`config.mk`:
```
export PLATFORM = sky130hd
export DESIGN_NAME = shout_ctrl_flat
export DESIGN_NICKNAME = d
export VERILOG_FILES = /design/src/rtl/shout_pkg.sv /design/src/rtl/shout_ctrl_if.sv /design/src/rtl/shout_lfsr.sv /design/src/rtl/shout_ctrl.sv /design/src/flat_wrapper.sv
export SDC_FILE = /design/constraint.sdc
export NUM_CORES = 1
export LEC_CHECK = 0
export CORE_UTILIZATION = 55
export CTS_BUF_LIST = sky130_fd_sc_hd__clkbuf_4 sky130_fd_sc_hd__clkbuf_8
export CTS_CLUSTER_SIZE = 12
export DETAILED_ROUTE_END_ITERATION = 8
export PLACE_DENSITY_LB_ADDON = 0.1
export SETUP_SLACK_MARGIN = 0.02
export SYNTH_ARGS = -nofsm -noshare
export SYNTH_HDL_FRONTEND = slang
export SYNTH_SLANG_ARGS = --single-unit
```
`constraint.sdc`:
```
create_clock -name pix_clk -period 3.2 [get_ports pix_clk]
set_input_delay 0.64 -clock pix_clk [delete_from_list [all_inputs] [get_ports pix_clk]]
set_output_delay 0.64 -clock pix_clk [all_outputs]
set_load 0.02 [all_outputs]
```
`src/rtl/shout_pkg.sv`:
```
`default_nettype none
// -----------------------------------------------------------------------------
// shout_pkg : state/mode encodings and LFSR constants shared by shout_ctrl
// Rev 1.0
// -----------------------------------------------------------------------------
package shout_pkg;

  typedef enum logic [2:0] {
    ST_IDLE    = 3'd0,
    ST_TGRST   = 3'd1,
    ST_WAIT_VS = 3'd2,
    ST_RUN     = 3'd3,
    ST_GAP     = 3'd4
  } state_e;

  typedef enum logic [1:0] {
    MODE_RANDOM = 2'd0,
    MODE_ON     = 2'd1,
    MODE_OFF    = 2'd2,
    MODE_ALT    = 2'd3
  } mode_e;

  localparam logic [31:0] C_LFSR_TAPS = 32'h8020_0003;

  // A Galois LFSR locks up at zero, so a zero seed is promoted to one.
  function automatic logic [31:0] lfsr_fix_seed(input logic [31:0] seed);
    return (seed == 32'd0) ? 32'd1 : seed;
  endfunction

endpackage
`default_nettype wire

```
`src/rtl/shout_ctrl_if.sv`:
```
`default_nettype none
// -----------------------------------------------------------------------------
// shout_ctrl_if : burst command handshake between requester and shout_ctrl
// Rev 1.0
// -----------------------------------------------------------------------------
interface shout_ctrl_if;
  import shout_pkg::*;

  logic       cmd_valid;
  logic       cmd_ready;
  mode_e      cmd_mode;
  logic [7:0] cmd_frames;

  modport master (output cmd_valid, output cmd_mode, output cmd_frames, input  cmd_ready);
  modport slave  (input  cmd_valid, input  cmd_mode, input  cmd_frames, output cmd_ready);

endinterface
`default_nettype wire

```
`src/rtl/shout_lfsr.sv`:
```
`default_nettype none
// -----------------------------------------------------------------------------
// shout_lfsr : 32-bit Galois noise LFSR with synchronous load and advance
// Rev 1.0
// -----------------------------------------------------------------------------
module shout_lfsr
  import shout_pkg::*;
#(
  parameter logic [31:0] SEED = 32'h1
) (
  input  wire         pix_clk,
  input  wire         reset,
  input  wire         load_i,
  input  wire         advance_i,
  input  wire  [31:0] seed_i,
  output logic [31:0] state_o
);

  logic [31:0] state_q, state_d;

  always_comb begin
    state_d = state_q;
    if (load_i) begin
      state_d = lfsr_fix_seed(seed_i);
    end else if (advance_i) begin
      state_d = {1'b0, state_q[31:1]} ^ (state_q[0] ? C_LFSR_TAPS : 32'd0);
    end
  end

  always_ff @(posedge pix_clk) begin
    if (reset) begin
      state_q <= lfsr_fix_seed(SEED);
    end else begin
      state_q <= state_d;
    end
  end

  assign state_o = state_q;

endmodule
`default_nettype wire

```
`src/rtl/shout_ctrl.sv`:
```
`default_nettype none
// -----------------------------------------------------------------------------
// shout_ctrl : frame-synchronous noise-burst controller for a timing generator.
// Define SHOUT_CTRL_RESEED_EN to add the seed_valid/seed_data LFSR reseed port.
// Rev 1.0
// -----------------------------------------------------------------------------
module shout_ctrl
  import shout_pkg::*;
#(
  parameter logic [31:0] LFSR_SEED     = 32'h1,
  parameter int unsigned TG_RST_CYCLES = 16,
  parameter int unsigned GAP_FRAMES    = 2
) (
  input  wire         pix_clk,
  input  wire         reset,
  input  wire         vs_in,
  shout_ctrl_if.slave cmd,
  input  wire         abort,
`ifdef SHOUT_CTRL_RESEED_EN
  input  wire         seed_valid,
  input  wire  [31:0] seed_data,
`endif
  output logic        tg_reset,
  output logic        rnd,
  output logic        burst_active,
  output logic [7:0]  frames_done,
  output logic        done_pulse
);

  localparam logic [7:0] C_TG_LOAD  = 8'(TG_RST_CYCLES - 1);
  localparam logic [7:0] C_GAP_LOAD = 8'(GAP_FRAMES);

  state_e      state_q, state_d;
  mode_e       mode_q, mode_d;
  logic [7:0]  len_q, len_d;
  logic [7:0]  cnt_q, cnt_d;
  logic [7:0]  frames_q, frames_d;
  logic        vs_q, tg_reset_q, rnd_q, rnd_d, active_q, done_q;
  logic        vs_rise, accept, lfsr_load;
  logic [31:0] lfsr_seed, lfsr_state;
  logic        lfsr_hi_unused;

  assign vs_rise       = vs_in & ~vs_q;
  assign cmd.cmd_ready = (state_q == ST_IDLE) & ~abort & ~reset;
  assign accept        = cmd.cmd_valid & cmd.cmd_ready;

`ifdef SHOUT_CTRL_RESEED_EN
  assign lfsr_load = seed_valid;
  assign lfsr_seed = seed_data;
`else
  assign lfsr_load = 1'b0;
  assign lfsr_seed = 32'd0;
`endif

  shout_lfsr #(
    .SEED      (LFSR_SEED)
  ) u_lfsr (
    .pix_clk   (pix_clk),
    .reset     (reset),
    .load_i    (lfsr_load),
    .advance_i (1'b1),
    .seed_i    (lfsr_seed),
    .state_o   (lfsr_state)
  );

  assign lfsr_hi_unused = |lfsr_state[31:1];

  always_comb begin
    state_d  = state_q;
    mode_d   = mode_q;
    len_d    = len_q;
    cnt_d    = cnt_q;
    frames_d = frames_q;
    case (state_q)
      ST_IDLE: begin
        if (accept) begin
          state_d  = ST_TGRST;
          mode_d   = cmd.cmd_mode;
          len_d    = cmd.cmd_frames;
          frames_d = 8'd0;
          cnt_d    = C_TG_LOAD;
        end
      end
      ST_TGRST: begin
        if (abort)                 state_d = ST_IDLE;
        else if (cnt_q == 8'd0)    state_d = ST_WAIT_VS;
        else                       cnt_d   = cnt_q - 8'd1;
      end
      ST_WAIT_VS: begin
        if (abort)                 state_d = ST_IDLE;
        else if (vs_rise)          state_d = ST_RUN;
      end
      ST_RUN: begin
        if (abort) begin
          state_d = ST_GAP;
          cnt_d   = C_GAP_LOAD;
        end else if (vs_rise) begin
          if (frames_q != 8'hFF) frames_d = frames_q + 8'd1;
          // A length of zero means continuous, so it never terminates the burst.
          if ((len_q != 8'd0) && (frames_q + 8'd1 == len_q)) begin
            state_d = ST_GAP;
            cnt_d   = C_GAP_LOAD;
          end
        end
      end
      ST_GAP: begin
        if ((cnt_q == 8'd0) || (vs_rise && (cnt_q == 8'd1))) state_d = ST_IDLE;
        else if (vs_rise)                                    cnt_d   = cnt_q - 8'd1;
      end
      default: state_d = ST_IDLE;
    endcase
  end

  always_comb begin
    rnd_d = 1'b0;
    if (state_d == ST_RUN) begin
      case (mode_q)
        MODE_RANDOM: rnd_d = lfsr_state[0];
        MODE_ON:     rnd_d = 1'b1;
        MODE_OFF:    rnd_d = 1'b0;
        MODE_ALT:    rnd_d = ~frames_d[0];
        default:     rnd_d = 1'b0;
      endcase
    end
  end

  always_ff @(posedge pix_clk) begin
    if (reset) begin
      state_q    <= ST_IDLE;
      mode_q     <= MODE_RANDOM;
      len_q      <= 8'd0;
      cnt_q      <= 8'd0;
      frames_q   <= 8'd0;
      vs_q       <= 1'b0;
      tg_reset_q <= 1'b1;
      rnd_q      <= 1'b0;
      active_q   <= 1'b0;
      done_q     <= 1'b0;
    end else begin
      state_q    <= state_d;
      mode_q     <= mode_d;
      len_q      <= len_d;
      cnt_q      <= cnt_d;
      frames_q   <= frames_d;
      vs_q       <= vs_in;
      tg_reset_q <= (state_d == ST_TGRST);
      rnd_q      <= rnd_d;
      active_q   <= (state_d == ST_RUN);
      done_q     <= (state_q != ST_IDLE) && (state_d == ST_IDLE);
    end
  end

  assign tg_reset     = tg_reset_q;
  assign rnd          = rnd_q;
  assign burst_active = active_q;
  assign frames_done  = frames_q;
  assign done_pulse   = done_q;

endmodule
`default_nettype wire

```
`src/flat_wrapper.sv`:
```
// flat-port wrapper written by rule: the top's interface ports become plain ports
module shout_ctrl_flat import shout_pkg::*;
#(
  parameter logic [31:0] LFSR_SEED     = 32'h1,
  parameter int unsigned TG_RST_CYCLES = 16,
  parameter int unsigned GAP_FRAMES    = 2
)
  (pix_clk, reset, vs_in, abort, tg_reset, rnd, burst_active, frames_done, done_pulse, cmd_cmd_valid, cmd_cmd_mode, cmd_cmd_frames, cmd_cmd_ready);
  shout_ctrl_if cmd_i ();
  input  wire pix_clk;
  input  wire reset;
  input  wire vs_in;
  input  wire abort;
  output logic tg_reset;
  output logic rnd;
  output logic burst_active;
  output logic [7:0] frames_done;
  output logic done_pulse;
  input wire logic [$bits(cmd_i.cmd_valid)-1:0] cmd_cmd_valid;
  input wire logic [$bits(cmd_i.cmd_mode)-1:0] cmd_cmd_mode;
  input wire logic [$bits(cmd_i.cmd_frames)-1:0] cmd_cmd_frames;
  output wire logic [$bits(cmd_i.cmd_ready)-1:0] cmd_cmd_ready;
  assign cmd_i.cmd_valid = cmd_cmd_valid;
  assign cmd_i.cmd_mode = cmd_cmd_mode;
  assign cmd_i.cmd_frames = cmd_cmd_frames;
  assign cmd_cmd_ready = cmd_i.cmd_ready;
  shout_ctrl #(.LFSR_SEED(LFSR_SEED), .TG_RST_CYCLES(TG_RST_CYCLES), .GAP_FRAMES(GAP_FRAMES)) u_core (.pix_clk(pix_clk), .reset(reset), .vs_in(vs_in), .cmd(cmd_i), .abort(abort), .tg_reset(tg_reset), .rnd(rnd), .burst_active(burst_active), .frames_done(frames_done), .done_pulse(done_pulse));
endmodule
```
After elaboration in Yosys (flattened, before gate mapping) --
Cells that the tools add are included.
Storage, ports and cells: flip-flop bits (word level) 66, output and inout port bits 13, logic and storage cells 88
Cells by class: add/sub/neg operators 2, equality and inequality tests 22, multiplexer cells 26, bitwise operators 10, reduce and logical (&&, ||, !) cells 16
Operator list (number):
- $mux W8 | 12
- $mux W32 | 1
- $pmux W8 S4 | 1
- $xor A31 B32 Y32 | 1
- $mux W3 | 9
- $pmux W8 S2 | 1
- $pmux W3 S5 | 1
- $eq A3 B2 Y1 const B | 3
- $add A8 B1 Y8 const B | 1
- $eq A8 B1 Y1 const B | 1
- $eq A8 B8 Y1 | 1
- $logic_not A8 Y1 | 1
- $ne A2 B1 Y1 const B | 4
- $ne A2 B2 Y1 const B | 4
- $ne A8 B8 Y1 const B | 1
- $reduce_and A8 Y1 | 1
- $reduce_bool A8 Y1 | 1
- $sub A8 B1 Y8 const B | 1
- $eq A3 B1 Y1 const B | 2
- $logic_not A3 Y1 | 2
- $ne A3 B2 Y1 const B | 2
- $not A1 Y1 | 5
- $reduce_and A5 Y1 | 1
- $and A1 B1 Y1 | 4
- 12 further kinds | 15

Logic depth before layout (Yosys ltp) --
Gate-level depths: netlist of the first run.
depth in word-level cells 10, gate-level depth with buffers 8, gate-level depth less buffers 8

By module --
From an unflattened synthesis of the first run, not the netlist that was laid out.
Second synthesis, totals: cell total of the unflattened synthesis 451, area total of the unflattened synthesis 3604.7 um^2
Modules (own cells, without submodules):
- shout_ctrl | instances 1, cells an instance 263, area an instance 2042.0 um^2
- shout_lfsr | instances 1, cells an instance 188, area an instance 1562.7 um^2

Worst setup path after synthesis of the first run --
OpenSTA, ideal clock, no wires.
path type register to register, from register u_core.frames_q[0], in the netlist u_core.frames_done[0], to register u_core.cnt_q[3], setup time 86 ps, data arrival time 2374 ps, required time 3114 ps, slack 739 ps, cell stages (with the launch flop) 8, clock period less this slack 2461 ps, path through dfxtp_1 -> ha_1 -> nand3_2 -> or3_1 -> a222oi_1 -> nand4_2 -> a211o_1 -> a221oi_2
On the way: longest elaborated chain between the ends 5
Ends and longest elaborated chain:
- start: declaration | RTL line shout_ctrl.sv:37 | logic [7:0] frames_q, frames_d;
- start signal: assignment | RTL line shout_ctrl.sv:144 | frames_q <= frames_d;
- $add A8 B1 Y8 | RTL line shout_ctrl.sv:100 | if ((len_q != 8'd0) && (frames_q + 8'd1 == len_q)) begin
- $eq A8 B8 Y1 | RTL line shout_ctrl.sv:100
- $logic_and A1 B1 Y1 | RTL line shout_ctrl.sv:100
- $ne A3 B2 Y1 (no line)
- $reduce_and A8 Y1 (no line)
- end signal: assignment | RTL line shout_ctrl.sv:143 | cnt_q <= cnt_d;
- end: declaration | RTL line shout_ctrl.sv:36 | logic [7:0] cnt_q, cnt_d;
Every way passes these cells. A chain may end at the register's enable or synchronous reset.

Worst setup path after layout of the first run --
from input abort, to output cmd_cmd_ready
On the way: longest elaborated chain between the ends 3
Ends and longest elaborated chain:
- start: declaration | RTL line flat_wrapper.sv:13 | input wire abort;
- $not A1 Y1 | RTL line shout_ctrl.sv:44 | assign cmd.cmd_ready = (state_q == ST_IDLE) & ~abort & ~reset;
- $and A1 B1 Y1 (2 in a row) | RTL line shout_ctrl.sv:44
- end: declaration | RTL line flat_wrapper.sv:22 | output wire logic [$bits(cmd_i.cmd_ready)-1:0] cmd_cmd_ready;
Every way passes these cells.

==> metrics.yaml, run 1 <==
sta:
  hold_ws_ns: 0.440
  worst_pin_slew_ns: 0.641
  clock_skew_ns: 0.00655
  max-slew-margin-rel_pct: 57.3
  tns_ns: 0
  period_minus_slack_ns: 2.83
  max_freq_ghz: 0.354
  slew_viol_final: 0
  rsz0062_at_grt: "false"
  setup_ws_ns: 0.374
  hold_viol: 0
  setup_viol: 0
  fin_crit_sh_pct: 88.3
pwr:
  power_leakage_nw: 1.25
  power_mw: 1.86
  power_density_nw_per_um2: 554
  max-vdd-ir-drop_v: 0.000496
cts:
  cts-buffers-inserted: 9
  cts_tree: "built"
  hold_buffers: 0
  cts_sinks: 66
  cts.clk_slew.worst_paths_ns: 0.07
  cts.htree.levels: 3
  clk_latency_ns: 0.34
  postCtsResizedCells: 0
  root_buffer: "clkbuf_8"
  clk_path_buf_depth: 2
  postCtsSetupBuffers: 0
place:
  io_buffers: 27
  dp_hpwl_um: 3750
  post-place-ws_ns: 0.375
  dpl-instance-area_um2: 3110
  gp_congestion: 0.875
setup_path:
  worstSetupPathType: "in -> out"
  crit_required_ns: 2.56
  crit_chain: "clkdlybuf4s50_1, nor2_1, nand2_1, nor2_1, clkdlybuf4s50_1"
  critPathLaunch: "abort"
  critPathMaxFanout: 7
  end_kind: "output port"
  crit_path_start_kind: "input pin"
  r2r-start: "u_core.frames_done[0]"
  rr_worst_depth: 7
  critical_path.slowest_cell: "clkdlybuf4s50_1"
  max_stage_delay_ns: 0.60
  arrival_ns: 2.19
yosys:
  ys_types: 54
  avgSynthCellArea_um2: 8.72
  mappedNetlistArea_um2: 2810
  synth_nets: 341
  synth_flop_cell: "dfxtp_1"
  synth_area_leaders: "dfxtp_1, nor2b_1, a21oi_1, nand2_1, nor2_1"
  synth_cells: 322
  ys_ff_latch: 66
  yosysTopAreaCellShare_pct: 47.0
  synthArstFlopShare_pct: 0
  synth_edf_count: 0
  synth_warnings: 0
  synth_sequential_area_ratio_pct: 47.0
  yosysTopAreaCell: "dfxtp_1"
routing:
  wl_per_cell_um: 13.4
  firstDrtPassIters: 4
  ant_nets: 0
  viasPerCell: 5.38
  wirelength_um: 5580
  route.detailed.drc: 0
  drt-initial-drc-count: 170
  vias: 2249
layout:
  layout_common_cells: "dfxtp_1, nor2b_1, nand2_1"
  syn_to_final_growth_pct: 19.5
  finish.instance_area_um2: 3360
  drive_above_1_share_pct: 9.12
  layout_commonest_cell: "dfxtp_1"
  diodes: 0
  fillerInstances: 416
  multiInputGateArea_um2: 1400
  fin_nets: 365
  regArea_um2: 1320
worst_hold_path:
  min-delay-start: "u_core.u_lfsr.state_o[26]"
  hold_class: "reg -> reg"
  hold_depth: 1
global_routing:
  grt_max_degree: 71
  antenna_found_initial: 0
  grt_pass1_vias: 2030
  grt_pass1_wl_um: 9450
  grtUsageTotal_pct: 23.5
  grt_overflow: 0
floorplan:
  io_pins: 28
  start_util_pct: 58.3
  die_y_um: 73.5
  fp.dieW_um: 73.5
  row_count: 25
  core-area_um2: 4820
  die-area_um2: 5400
status:
  status: "complete, no violations"
run:
  cap_violations: 0
## path summary, 6_finish.rpt
path,end,slack [ns]
hold reg to reg,u_core.u_lfsr.state_o[25],0.44
setup reg to reg,u_core.cnt_q[6],0.48
setup / recovery,cmd_cmd_ready,0.37
hold / removal,u_core.u_lfsr.state_o[25],0.44
## area by class of cell
cell class,count,share of cell area (%)
clock inverters,6,3.43
multi-input cells,235,41.8
inverters,4,0.447
clock buffers,10,3.91
flip-flops and latches,66,39.4
repair buffers,30,8.58
well taps,67,2.50
## stage by stage
step / std cells / util [%]
6_report: 418 / 69.7
5_1_grt: 418 / 69.7
4_1_cts: 418 / 69.7
3_5_place_dp: 402 / 64.5
3_3_place_gp: 402 / 64.5
2_1_floorplan: 322 / -
## worst max-delay path: cells and delay by family
family	cells	cell delay [ns]
buffers and inverters	2	1.06
AND/OR/NAND/NOR	3	0.48
## Yosys cell counts (2+ instances only)
master / number
a211oi_1: 5
a21o_1: 2
a21oi_1: 28
a31oi_1: 4
and2_1: 3
and3_1: 6
buf_1: 2
buf_2: 3
clkbuf_1: 11
dfxtp_1: 66
ha_1: 4
inv_1: 4
nand2_1: 31
nand2b_1: 8
nand3_1: 8
nand4_1: 4
nor2_1: 28
nor2b_1: 36
nor3_1: 6
nor4_1: 3
o21ai_0: 11
o22ai_1: 2
o2bb2ai_1: 2
o32ai_1: 2
o41ai_1: 2
or3_1: 4
xnor2_1: 6
xor2_1: 5
## state kept, by name, summed over array words and instances, names as in the netlist
name                   count
u_core.mode_q              2
u_core.len_q               8
u_core.tg_reset            1
u_core.burst_active        1
u_core.vs_q                1
u_core.done_pulse          1
u_core.rnd                 1
u_core.cnt_q               8
u_core.state_q             3
u_core.u_lfsr.state_o     32
u_core.frames_done         8
## kinds of logic (layout without fill, tap and decap cells)
kind of cell / Yosys count / count (layout) / share of synthesized area [%]
simple gates: 147 / 147 / 27.7
xor+xnor: 11 / 11 / 3.43
buf+inv: 21 / 50 / 3.07
flops: 66 / 66 / 47.0
mux: 1 / 1 / 0.401
compound gates: 72 / 72 / 16.6
fa+ha+maj: 4 / 4 / 1.78
## routing by layer
| layer | routed length [um] | track usage [%] | up-vias |
|---|---|---|---|
| met4 | 116 | 13.2 | 0 |
| met3 | 241 | 5.08 | 13 |
| met1 | 2880 | 33.1 | 1012 |
| met5 | 0 | 0 | - |
| met2 | 2340 | 33.0 | 53 |
| li1 | - | - | 1171 |
## power by group
part	total (mW)	leakage [nW]	internal, mW	switching, mW
combinational	0.143	0.593	0.0652	0.0780
sequential	0.863	0.536	0.845	0.0182
clock	0.852	0.120	0.529	0.323
total	1.86	1.25	1.44	0.419
Note: power is estimated with default switching activity, not from simulation.
==> inputs of run 2 (changes only) <==
Settings changed: CORE_MARGIN from default to 1.5.
==> run 2 against run 1 <==
Compared with the run above: core utilization unchanged; sequential share of layout area stayed put; register-to-register slack about the same; non-clock buffer count unchanged; critical endpoint unchanged; final area stayed put; clock power shrank 2%; combinational power is essentially flat; total power down 0.92%; first-iteration DRC count down 32%.
==> metrics.yaml, run 2 (same netlist as run 1, synthesis figures left out) <==
floorplan:
  core-area_um2: 4820
  fp.dieW_um: 74.5
  die_y_um: 74.5
  die-area_um2: 5550
  row_count: 25
  start_util_pct: 58.3
  io_pins: 28
cts:
  postCtsSetupBuffers: 0
  cts.htree.levels: 3
  root_buffer: "clkbuf_8"
  cts_tree: "built"
  postCtsResizedCells: 0
  cts-buffers-inserted: 9
  clk_path_buf_depth: 2
  hold_buffers: 0
  cts.clk_slew.worst_paths_ns: 0.07
  cts_sinks: 66
  clk_latency_ns: 0.33
sta:
  max_freq_ghz: 0.353
  hold_viol: 0
  setup_viol: 0
  slew_viol_final: 0
  max-slew-margin-rel_pct: 57.3
  fin_crit_sh_pct: 88.6
  hold_ws_ns: 0.440
  clock_skew_ns: 0.00609
  period_minus_slack_ns: 2.83
  tns_ns: 0
  rsz0062_at_grt: "false"
  worst_pin_slew_ns: 0.641
layout:
  syn_to_final_growth_pct: 19.5
  fin_nets: 365
  layout_common_cells: "dfxtp_1, nor2b_1, nand2_1"
  finish.instance_area_um2: 3360
  fillerInstances: 403
  multiInputGateArea_um2: 1400
  largest_reg_flops: 32
  fin_cells: 418
  layout_commonest_cell: "dfxtp_1"
  diodes: 0
  regArea_um2: 1320
  drive_above_1_share_pct: 9.12
place:
  io_buffers: 27
  dpl-instance-area_um2: 3110
  dp_hpwl_um: 3770
  gp_congestion: 0.870
  dp_cells: 402
global_routing:
  grt_pass1_vias: 2016
  grt_overflow: 0
  grt_pass1_wl_um: 9270
  grtUsageMet2_pct: 32.8
  grt_max_degree: 70
  grtUsageTotal_pct: 22.1
  antenna_found_initial: 0
  met1_usage_pct: 30.2
  gr-max-usage-layer: "met2"
  met3_usage_pct: 4.88
routing:
  firstDrtPassIters: 4
  vias: 2279
  drt-initial-drc-count: 116
  wirelength_um: 5460
  viasPerCell: 5.45
  wl_per_cell_um: 13.1
  ant_nets: 0
  route.detailed.drc: 0
setup_path:
  critical_path.slowest_cell: "clkdlybuf4s50_1"
  arrival_ns: 2.19
  end_kind: "output port"
  worst-path-buf-inv: 2
  crit_chain: "clkdlybuf4s50_1, nor2_1, nand2_1, nor2_1, clkdlybuf4s50_1"
  worstSetupPathType: "in -> out"
  critPathTopFamily: "buffers and inverters"
  crit_required_ns: 2.56
  max_stage_delay_ns: 0.60
  critPathMaxFanout: 7
  crit_path_start_kind: "input pin"
pwr:
  power_density_nw_per_um2: 549
  power_mw: 1.84
  p_comb_share_pct: 7.7
  max-vdd-ir-drop_v: 0.000405
  power_leakage_nw: 1.25
  sw_frac_of_total_pct: 21.8
  pwr-share-clk_pct: 45.4
  pwr-share-seq_pct: 46.9
  p_int_mw: 1.44
  switching_power_mw: 0.402
run:
  cap_violations: 0
worst_hold_path:
  hold_class: "reg -> reg"
status:
  status: "complete, no violations"
[run 2: cell counts in the layout (fill, tap and decap cells not counted)]
Identical to the previous run, type by type.
[run 2: final cells by class]
| type | instances | area share (%) |
|---|---|---|
| flip-flops and latches | 66 | 39.4 |
| well taps | 67 | 2.50 |
| clock buffers | 10 | 3.91 |
| clock inverters | 6 | 3.43 |
| multi-input cells | 235 | 41.8 |
| inverters | 4 | 0.447 |
| repair buffers | 30 | 8.58 |
[run 2: path summary, 6_finish.rpt]
kind,startpoint,end,slack [ns],cells past startpoint
hold / removal,u_core.u_lfsr.state_o[15],u_core.u_lfsr.state_o[14],0.44,1
setup / recovery,abort,cmd_cmd_ready,0.37,5
hold reg to reg,u_core.u_lfsr.state_o[15],u_core.u_lfsr.state_o[14],0.44,1
setup reg to reg,u_core.frames_done[0],u_core.cnt_q[3],0.49,7
[run 2: worst register-to-register path, stage by stage (launching register included)]
cell,delay [ns]
dfxtp_1,0.44
ha_1,0.34
nand3_2,0.15
or3_1,0.40
a222oi_1,0.47
nand4_2,0.25
a211o_1,0.37
a221oi_2,0.20
[run 2: metal layers]
layer | share of wire [%] | routed length [um] | up-vias
li1 | - | - | 1169
met1 | 50 | 2730 | 1058
met2 | 43 | 2350 | 41
met3 | 4.6 | 251 | 11
met4 | 2.3 | 126 | 0
met5 | 0 | 0 | -
[run 2: per-stage QoR]
step	util (%)	setup WS [ns]
6_report	69.7	0.366
5_1_grt	69.7	0.199
4_1_cts	69.7	0.356
3_5_place_dp	64.5	0.365
3_3_place_gp	64.5	0.403
2_1_floorplan	-	0.739
[run 2: power by group through the flow]
| stage | Clock (mW) | Sequential (mW) | Combinational [mW] |
|---|---|---|---|
| after floorplan | 0 | 0.878 | 0.0997 |
| after global routing | 0.891 | 0.866 | 0.161 |
| after detailed placement | 0 | 0.882 | 0.142 |
| after CTS | 0.852 | 0.863 | 0.143 |
| after global placement | 0 | 0.882 | 0.140 |
| final | 0.835 | 0.864 | 0.142 |
